`src/rtl/ps2_direction_decoder.sv`:
```
// PS/2 keyboard receiver plus arrow/WASD decoder that feeds moving_snake its direction.
// Requests land in a pending register and only commit on move_tick, never as a 180-degree turn.
module ps2_direction_decoder #(
    parameter int TIMEOUT = 50000,
    parameter int CNT_W   = 16
) (
    input  logic       clk,
    input  logic       rst,
    input  logic       ps2_clk,
    input  logic       ps2_data,
    input  logic       move_tick,
    output logic [1:0] di,
    output logic [7:0] scan_code,
    output logic       code_valid,
    output logic       frame_err
);

    typedef enum logic [1:0] {
        IDLE   = 2'd0,
        DATA   = 2'd1,
        PARITY = 2'd2,
        STOP   = 2'd3
    } state_t;

    localparam logic [CNT_W-1:0] TMO_LAST = CNT_W'(TIMEOUT - 1);

    localparam logic [1:0] DIR_UP    = 2'b00;
    localparam logic [1:0] DIR_RIGHT = 2'b01;
    localparam logic [1:0] DIR_DOWN  = 2'b10;
    localparam logic [1:0] DIR_LEFT  = 2'b11;

    // [0],[1] are the two synchroniser stages, [2] is the delayed copy for edge detect
    logic [2:0]       clk_sync_q;
    logic [1:0]       dat_sync_q;
    state_t           state_q;
    logic [2:0]       bit_cnt_q;
    logic [7:0]       shift_q;
    logic             parity_q;
    logic [CNT_W-1:0] tmo_q;
    logic [7:0]       scan_code_q;
    logic             code_valid_q;
    logic             frame_err_q;

    logic             ext_q;
    logic             brk_q;
    logic [1:0]       pending_q;
    logic [1:0]       di_q;

    logic             fall;
    logic             data_bit;
    logic             make_hit_d;
    logic [1:0]       make_dir_d;

    assign fall     = clk_sync_q[2] & ~clk_sync_q[1];
    assign data_bit = dat_sync_q[1];

    // Frame receiver: fall edge handling takes priority over the timeout abort
    always_ff @(posedge clk) begin
        if (rst) begin
            clk_sync_q   <= 3'b111;
            dat_sync_q   <= 2'b11;
            state_q      <= IDLE;
            bit_cnt_q    <= 3'd0;
            shift_q      <= 8'h00;
            parity_q     <= 1'b0;
            tmo_q        <= '0;
            scan_code_q  <= 8'h00;
            code_valid_q <= 1'b0;
            frame_err_q  <= 1'b0;
        end else begin
            clk_sync_q   <= {clk_sync_q[1:0], ps2_clk};
            dat_sync_q   <= {dat_sync_q[0], ps2_data};
            code_valid_q <= 1'b0;
            frame_err_q  <= 1'b0;

            if (fall || state_q == IDLE) begin
                tmo_q <= '0;
            end else begin
                tmo_q <= tmo_q + 1'b1;
            end

            if (fall) begin
                case (state_q)
                    IDLE: begin
                        if (!data_bit) begin
                            state_q   <= DATA;
                            bit_cnt_q <= 3'd0;
                        end
                    end
                    DATA: begin
                        shift_q   <= {data_bit, shift_q[7:1]};
                        bit_cnt_q <= bit_cnt_q + 3'd1;
                        if (bit_cnt_q == 3'd7) begin
                            state_q <= PARITY;
                        end
                    end
                    PARITY: begin
                        parity_q <= data_bit;
                        state_q  <= STOP;
                    end
                    STOP: begin
                        if (data_bit && (^{shift_q, parity_q})) begin
                            scan_code_q  <= shift_q;
                            code_valid_q <= 1'b1;
                        end else begin
                            frame_err_q <= 1'b1;
                        end
                        state_q <= IDLE;
                    end
                    default: state_q <= IDLE;
                endcase
            end else if (state_q != IDLE && tmo_q == TMO_LAST) begin
                state_q     <= IDLE;
                frame_err_q <= 1'b1;
            end
        end
    end

    always_comb begin
        make_hit_d = 1'b1;
        make_dir_d = DIR_UP;
        if (ext_q) begin
            case (scan_code_q)
                8'h75:   make_dir_d = DIR_UP;
                8'h74:   make_dir_d = DIR_RIGHT;
                8'h72:   make_dir_d = DIR_DOWN;
                8'h6B:   make_dir_d = DIR_LEFT;
                default: make_hit_d = 1'b0;
            endcase
        end else begin
            case (scan_code_q)
                8'h1D:   make_dir_d = DIR_UP;
                8'h23:   make_dir_d = DIR_RIGHT;
                8'h1B:   make_dir_d = DIR_DOWN;
                8'h1C:   make_dir_d = DIR_LEFT;
                default: make_hit_d = 1'b0;
            endcase
        end
    end

    // Commit reads the old pending value, so a same-cycle write waits for the next tick
    always_ff @(posedge clk) begin
        if (rst) begin
            ext_q     <= 1'b0;
            brk_q     <= 1'b0;
            pending_q <= DIR_RIGHT;
            di_q      <= DIR_RIGHT;
        end else begin
            if (move_tick && (pending_q != (di_q ^ 2'b10))) begin
                di_q <= pending_q;
            end
            if (code_valid_q) begin
                case (scan_code_q)
                    8'hE0: ext_q <= 1'b1;
                    8'hF0: brk_q <= 1'b1;
                    default: begin
                        ext_q <= 1'b0;
                        brk_q <= 1'b0;
                        if (!brk_q && make_hit_d) begin
                            pending_q <= make_dir_d;
                        end
                    end
                endcase
            end
        end
    end

    assign di         = di_q;
    assign scan_code  = scan_code_q;
    assign code_valid = code_valid_q;
    assign frame_err  = frame_err_q;

endmodule

```
`config.mk`:
```
export PLATFORM = sky130hd
export DESIGN_NAME = ps2_direction_decoder
export DESIGN_NICKNAME = d
export VERILOG_FILES = /design/src/rtl/ps2_direction_decoder.sv
export SDC_FILE = /design/constraint.sdc
export NUM_CORES = 1
export LEC_CHECK = 0
export CORE_MARGIN = 10
export CORE_UTILIZATION = 58
export DETAILED_ROUTE_END_ITERATION = 6
export GPL_ROUTABILITY_DRIVEN = 0
export HOLD_SLACK_MARGIN = 0.08
export MAX_ROUTING_LAYER = met4
export PLACE_DENSITY = 0.79
export SETUP_SLACK_MARGIN = 0.5
export SYNTH_ARGS = -nofsm -noshare
export SYNTH_HDL_FRONTEND = slang
export SYNTH_SLANG_ARGS = --single-unit
```
`constraint.sdc`:
```
create_clock -name clk -period 2.3 [get_ports clk]
set_input_delay 0.69 -clock clk [delete_from_list [all_inputs] [get_ports clk]]
set_output_delay 0.69 -clock clk [all_outputs]
set_load 0.1 [all_outputs]
```
Word level (Yosys, flattened, before mapping)
Index checks and enable logic that the tools add are counted.
- input port bits: 5
- logic and storage cells: 87
- output and inout port bits: 12
- bits in registers: 51
- reductions and logical operators: 24
- mux-type cells: 20
- bitwise gates (word level): 8
- add/sub/neg operators: 2
- eq/ne operators: 19
- operators by type and width (kind ; count):
    8-bit by 7-bit == test with 1-bit output (second input constant) ; 4
    8-bit by 5-bit == test with 1-bit output (second input constant) ; 3
    16-bit by 1-bit adder with 16-bit output (second input constant) ; 1
    16-bit == test (second input constant) ; 1
    8-bit == test (second input constant) ; 2
    2-bit case mux with 3 select lines ; 2
    3-bit AND reduction ; 4
    2-bit 2-to-1 mux ; 5
    9-bit XOR reduction ; 1
    8-bit by 6-bit == test with 1-bit output (second input constant) ; 1
    1-bit 2-to-1 mux ; 8
    2-bit case mux with 4 select lines ; 1
    2-bit AND reduction ; 4
    4-bit OR reduction ; 2
    1-bit inverter ; 7
    3-bit != test (second input constant) ; 2
    3-bit case mux with 2 select lines ; 1
    2-bit nonzero test ; 3
    2-bit == test (second input constant) ; 2
    1-bit logical AND ; 4
    1-bit case mux with 2 select lines ; 2
    2-bit OR reduction ; 2
    3-bit by 1-bit adder with 3-bit output (second input constant) ; 1
    3-bit == test (second input constant) ; 1
    other kinds (9) ; 9

Longest topological paths before layout
- depth after elaboration: 6
- mapped depth: 6

Least setup slack after synthesis
Ideal clock, no wire load.
- kind: register -> register
- start point: reg scan_code_q[4], in the netlist scan_code[4]
- end point: reg pending_q[0]
- cell stages (with the launch flop): 6
- data required time: 2.227 ns
- path slack: -0.188 ns
- data arrival time: 2.415 ns
- path through: dfxtp_1 > or3b_1 > a2111oi_2 > o21bai_1 > a2111o_1 > o211ai_2
- word-level cells in the longest chain between the ends: 6
- elaborated cells on any way between the ends: 22
- RTL lines (what ; RTL line ; RTL):
    start, declared ; 40 ; logic [7:0] scan_code_q;
    start signal, assigned ; 103 ; scan_code_q <= shift_q;
    8-bit by 5-bit == test with 1-bit output (tied with other cells) ; 131 ; case (scan_code_q)
    4-bit OR reduction (no source line) ; -- ;
    1-bit 2-to-1 mux (on tied branches) ; 131, 123 ;
    1-bit 2-to-1 mux ; 122 ; if (ext_q) begin
    1-bit logical AND ; 159 ; if (!brk_q && make_hit_d) begin
    3-bit AND reduction (no source line) ; -- ;
    end signal, assigned ; 160 ; pending_q <= make_dir_d;
    end, declared ; 46 ; logic [1:0] pending_q;
Several ways; a longest one is shown, not always the timed one.
A chain may end at the register's enable or synchronous reset.

Worst setup path after layout
- start point: reg scan_code_q[7], in the netlist scan_code[7]
- end point: reg pending_q[0]
Same word-level chain as after synthesis.

==> impl_metrics.json <==
{
  "setup_viol": 0,
  "synth_top_family_by_area": "simple AND/OR/NAND/NOR gates",
  "antenna_cells": 0,
  "path_cells": "or4b_4, o21ai_1, a21boi_0, a2111o_1, o211ai_2",
  "finalCritPeriodShare_pct": 75.0,
  "via_per_inst": 5.45,
  "grt_pass1_wl_um": 7780,
  "initial_utilization_pct": 59.5,
  "min_to": "dat_sync_q[1]",
  "cts.sinks": 51,
  "antenna_found_initial": 0,
  "critPathKind": "flip-flop to flip-flop",
  "clkTransAtPathRegs_ns": 0.09,
  "min_period_ns": 1.73,
  "peakVddDrop_mv": 0.380,
  "p_int_uw": 1100,
  "synth_common_cells": "dfxtp_1, nor2_1, nand2_1",
  "power.density_nw_per_um2": 502,
  "num_io_pins": 17,
  "worst-path-stages": 5,
  "synth_area_um2": 2360,
  "yosysSeqAreaShare_pct": 43.2,
  "cts.path.max_buffers": 2,
  "cts_made_buffers": 5,
  "cts_tree": "done",
  "drv_cap": 0,
  "fmaxAchievable_ghz": 0.580,
  "grt_max_degree": 33,
  "seq_power_share_pct": 63.0,
  "die_w_um": 83.8,
  "synth.avg_cell_area_um2": 8.85,
  "r2r_slack_ns": 0.57,
  "drtIter0Drc": 184,
  "synth_xor_area_share_pct": 8.26,
  "cp.arrival_ns": 1.96,
  "drcViolationCount": 0,
  "hold_path.class": "flip-flop to flip-flop",
  "r2r-start": "scan_code[7]",
  "synth-edff-count": 0,
  "tightest_slew_ns": 0.533,
  "critPathRequiredTime_ns": 2.53,
  "slowest_delay_ns": 0.54,
  "first_global_vias": 1711,
  "wl_per_cell_um": 13.4,
  "switchingPower_uw": 293,
  "clock_latency_ns": 0.30,
  "synth_fa_ha_area_share_pct": 4.24,
  "synthMostInstantiatedCell": "dfxtp_1",
  "slew_violations": 0,
  "rows": 23,
  "maxSlewHeadroom_pct": 64.5,
  "crit_family": "compound AO/OA/AOI/OAI gates",
  "crit_path_start_kind": "flip-flop",
  "finalHoldViolations": 0,
  "synthArstFlopShare_pct": 0,
  "yosys-top-cells-area": "dfxtp_1, nor2_1, a21oi_1, ha_1, mux2i_1",
  "status": "finished, final reports clean",
  "synthSimpleGateAreaFrac_pct": 24.5,
  "drt-pass1-iter-count": 4,
  "holdWs_ns": 0.414,
  "layout-drive-gt1-share_pct": 19.9,
  "hpwl_um": 3130,
  "cts-htree-levels": 2,
  "fin_skew_ns": 0.00381,
  "synth-seq-cells": 51,
  "grt_use_total_pct": 13.2,
  "final_nets": 299,
  "synth_cells": 267,
  "vias": 1837,
  "clock_power_share_pct": 34.9,
  "synthToLayoutAreaGrowth_pct": 17.4,
  "setup_tns_ns": 0,
  "crit_slowest_cell": "or4b_4",
  "finalWirelength_um": 4530,
  "cts_root_buf": "clkbuf_8",
  "synthMuxAreaShare_pct": 5.19,
  "overflow": 0,
  "place_inst": 327,
  "rsz0062_at_grt": "yes",
  "core_area_um2": 3970,
  "synth_area_leader_cell": "dfxtp_1",
  "io_buffer_count": 16,
  "cp_max_fo": 6,
  "dieHeight_um": 83.8,
  "yosys_warnings": 0,
  "synth-compound-area-share_pct": 11.5,
  "dieArea_um2": 7030,
  "ant_nets": 0,
  "synth_cell_type_count": 43,
  "layout.cells.non_filler": 337,
  "reg2reg_to": "pending_q[0]",
  "synth_ff_type": "dfxtp_1",
  "cp_num_buf_inv": 0,
  "leakage_uw": 0.000986,
  "swShare_pct": 21.0,
  "reg2reg_depth": 5,
  "endpoint_kind": "flip-flop",
  "worstHoldStart": "dat_sync_q[0]",
  "min_path_cells": 1,
  "synth_fp_nets": 280,
  "p_comb_share_pct": 2.1,
  "synthDominantCellAreaShare_pct": 43.2
}
[logic make-up (layout without fill, tap and decap cells)]
logic type               Yosys count  in the layout
AO/OA/AOI/OAI                     44             44
XOR/XNOR                          19             19
adder cells (fa/ha/maj)            8              8
buffers and inverters             19             39
flip-flops                        51             51
multiplexers                      11             11
AND/OR/NAND/NOR                  115            115
[through the flow]
stage,instance area (µm²),worst slack [ns],total power [µW],utilization [%]
2_1_floorplan,2410,0.497,914,-
3_3_place_gp,2590,0.283,926,65.1
3_5_place_dp,2590,0.257,927,65.1
4_1_cts,2710,0.503,1410,68.1
5_1_grt,2770,0.489,1450,69.8
6_report,2770,0.575,1390,69.8
[worst max path at each step]
stage          slack, ns            to         start
4_1_cts             0.50    state_q[1]    state_q[1]
2_1_floorplan       0.50  pending_q[0]  scan_code[4]
3_3_place_gp        0.28      tmo_q[6]           rst
6_report            0.57  pending_q[0]  scan_code[7]
5_1_grt             0.49  scan_code[0]    shift_q[3]
3_5_place_dp        0.26      tmo_q[6]           rst
[worst register-to-register path: stages, from the launching register on]
cell	delay, ns
dfxtp_4	0.37
or4b_4	0.54
o21ai_1	0.16
a21boi_0	0.10
a2111o_1	0.42
o211ai_2	0.07
[power groups by stage]
stage | clock (µW) | sequential [µW] | combinational, µW
2_1_floorplan | 0 | 899 | 15.3
3_3_place_gp | 0 | 899 | 27.4
3_5_place_dp | 0 | 899 | 27.9
4_1_cts | 501 | 878 | 28.3
5_1_grt | 538 | 878 | 32.2
6_report | 487 | 877 | 29.1
[flip-flops by register name, indices dropped and copies added, names as in the netlist]
name / cells
bit_cnt_q: 3
brk_q: 1
clk_sync_q: 3
code_valid: 1
dat_sync_q: 2
di: 2
ext_q: 1
frame_err: 1
parity_q: 1
pending_q: 2
scan_code: 8
shift_q: 8
state_q: 2
tmo_q: 16
[layout by cell type (no fill, tap or decap), types with 2 or more instances in the layout]
master            n
a21oi_1          19
a22oi_1           2
buf_4            15
clkbuf_8          5
clkdlybuf4s50_1   4
dfxtp_1          36
dfxtp_2           6
dfxtp_4           9
ha_1              7
inv_1            11
mux2i_1          10
nand2_1          23
nand2b_1          2
nand3_1          16
nand3b_1          4
nand4_1           2
nand4b_1          2
nand4bb_1         2
nor2_1           37
nor3_1            3
o21ai_0           9
or2_2             5
or3_1             5
or4b_4            2
xnor2_1           7
xor2_1           10
[final cells by class]
class / instances / area [µm²]
clock buffers: 6 / 72.6
clock inverters: 2 / 12.5
fillers: 311 / 1200
inverters: 11 / 41.3
multi-input cells: 197 / 1350
flip-flops and latches: 51 / 1060
well taps: 50 / 62.6
repair buffers: 20 / 173
[metal layers]
metal	up-vias	wire (µm)	GRT usage, %
li1	961	-	-
met1	845	2170	15.6
met2	27	2140	21.2
met3	4	161	3.13
met4	0	53	5.02
met5	-	0	-
[repair_timing]
item | CTS | global route
buffers inserted | 1 | 1
hold buffers | 0 | 0
resized for setup | 4 | 18
pin swaps | 0 | 4
setup endpoints to repair | 10 | 12
(Power assumes the default switching activity.)
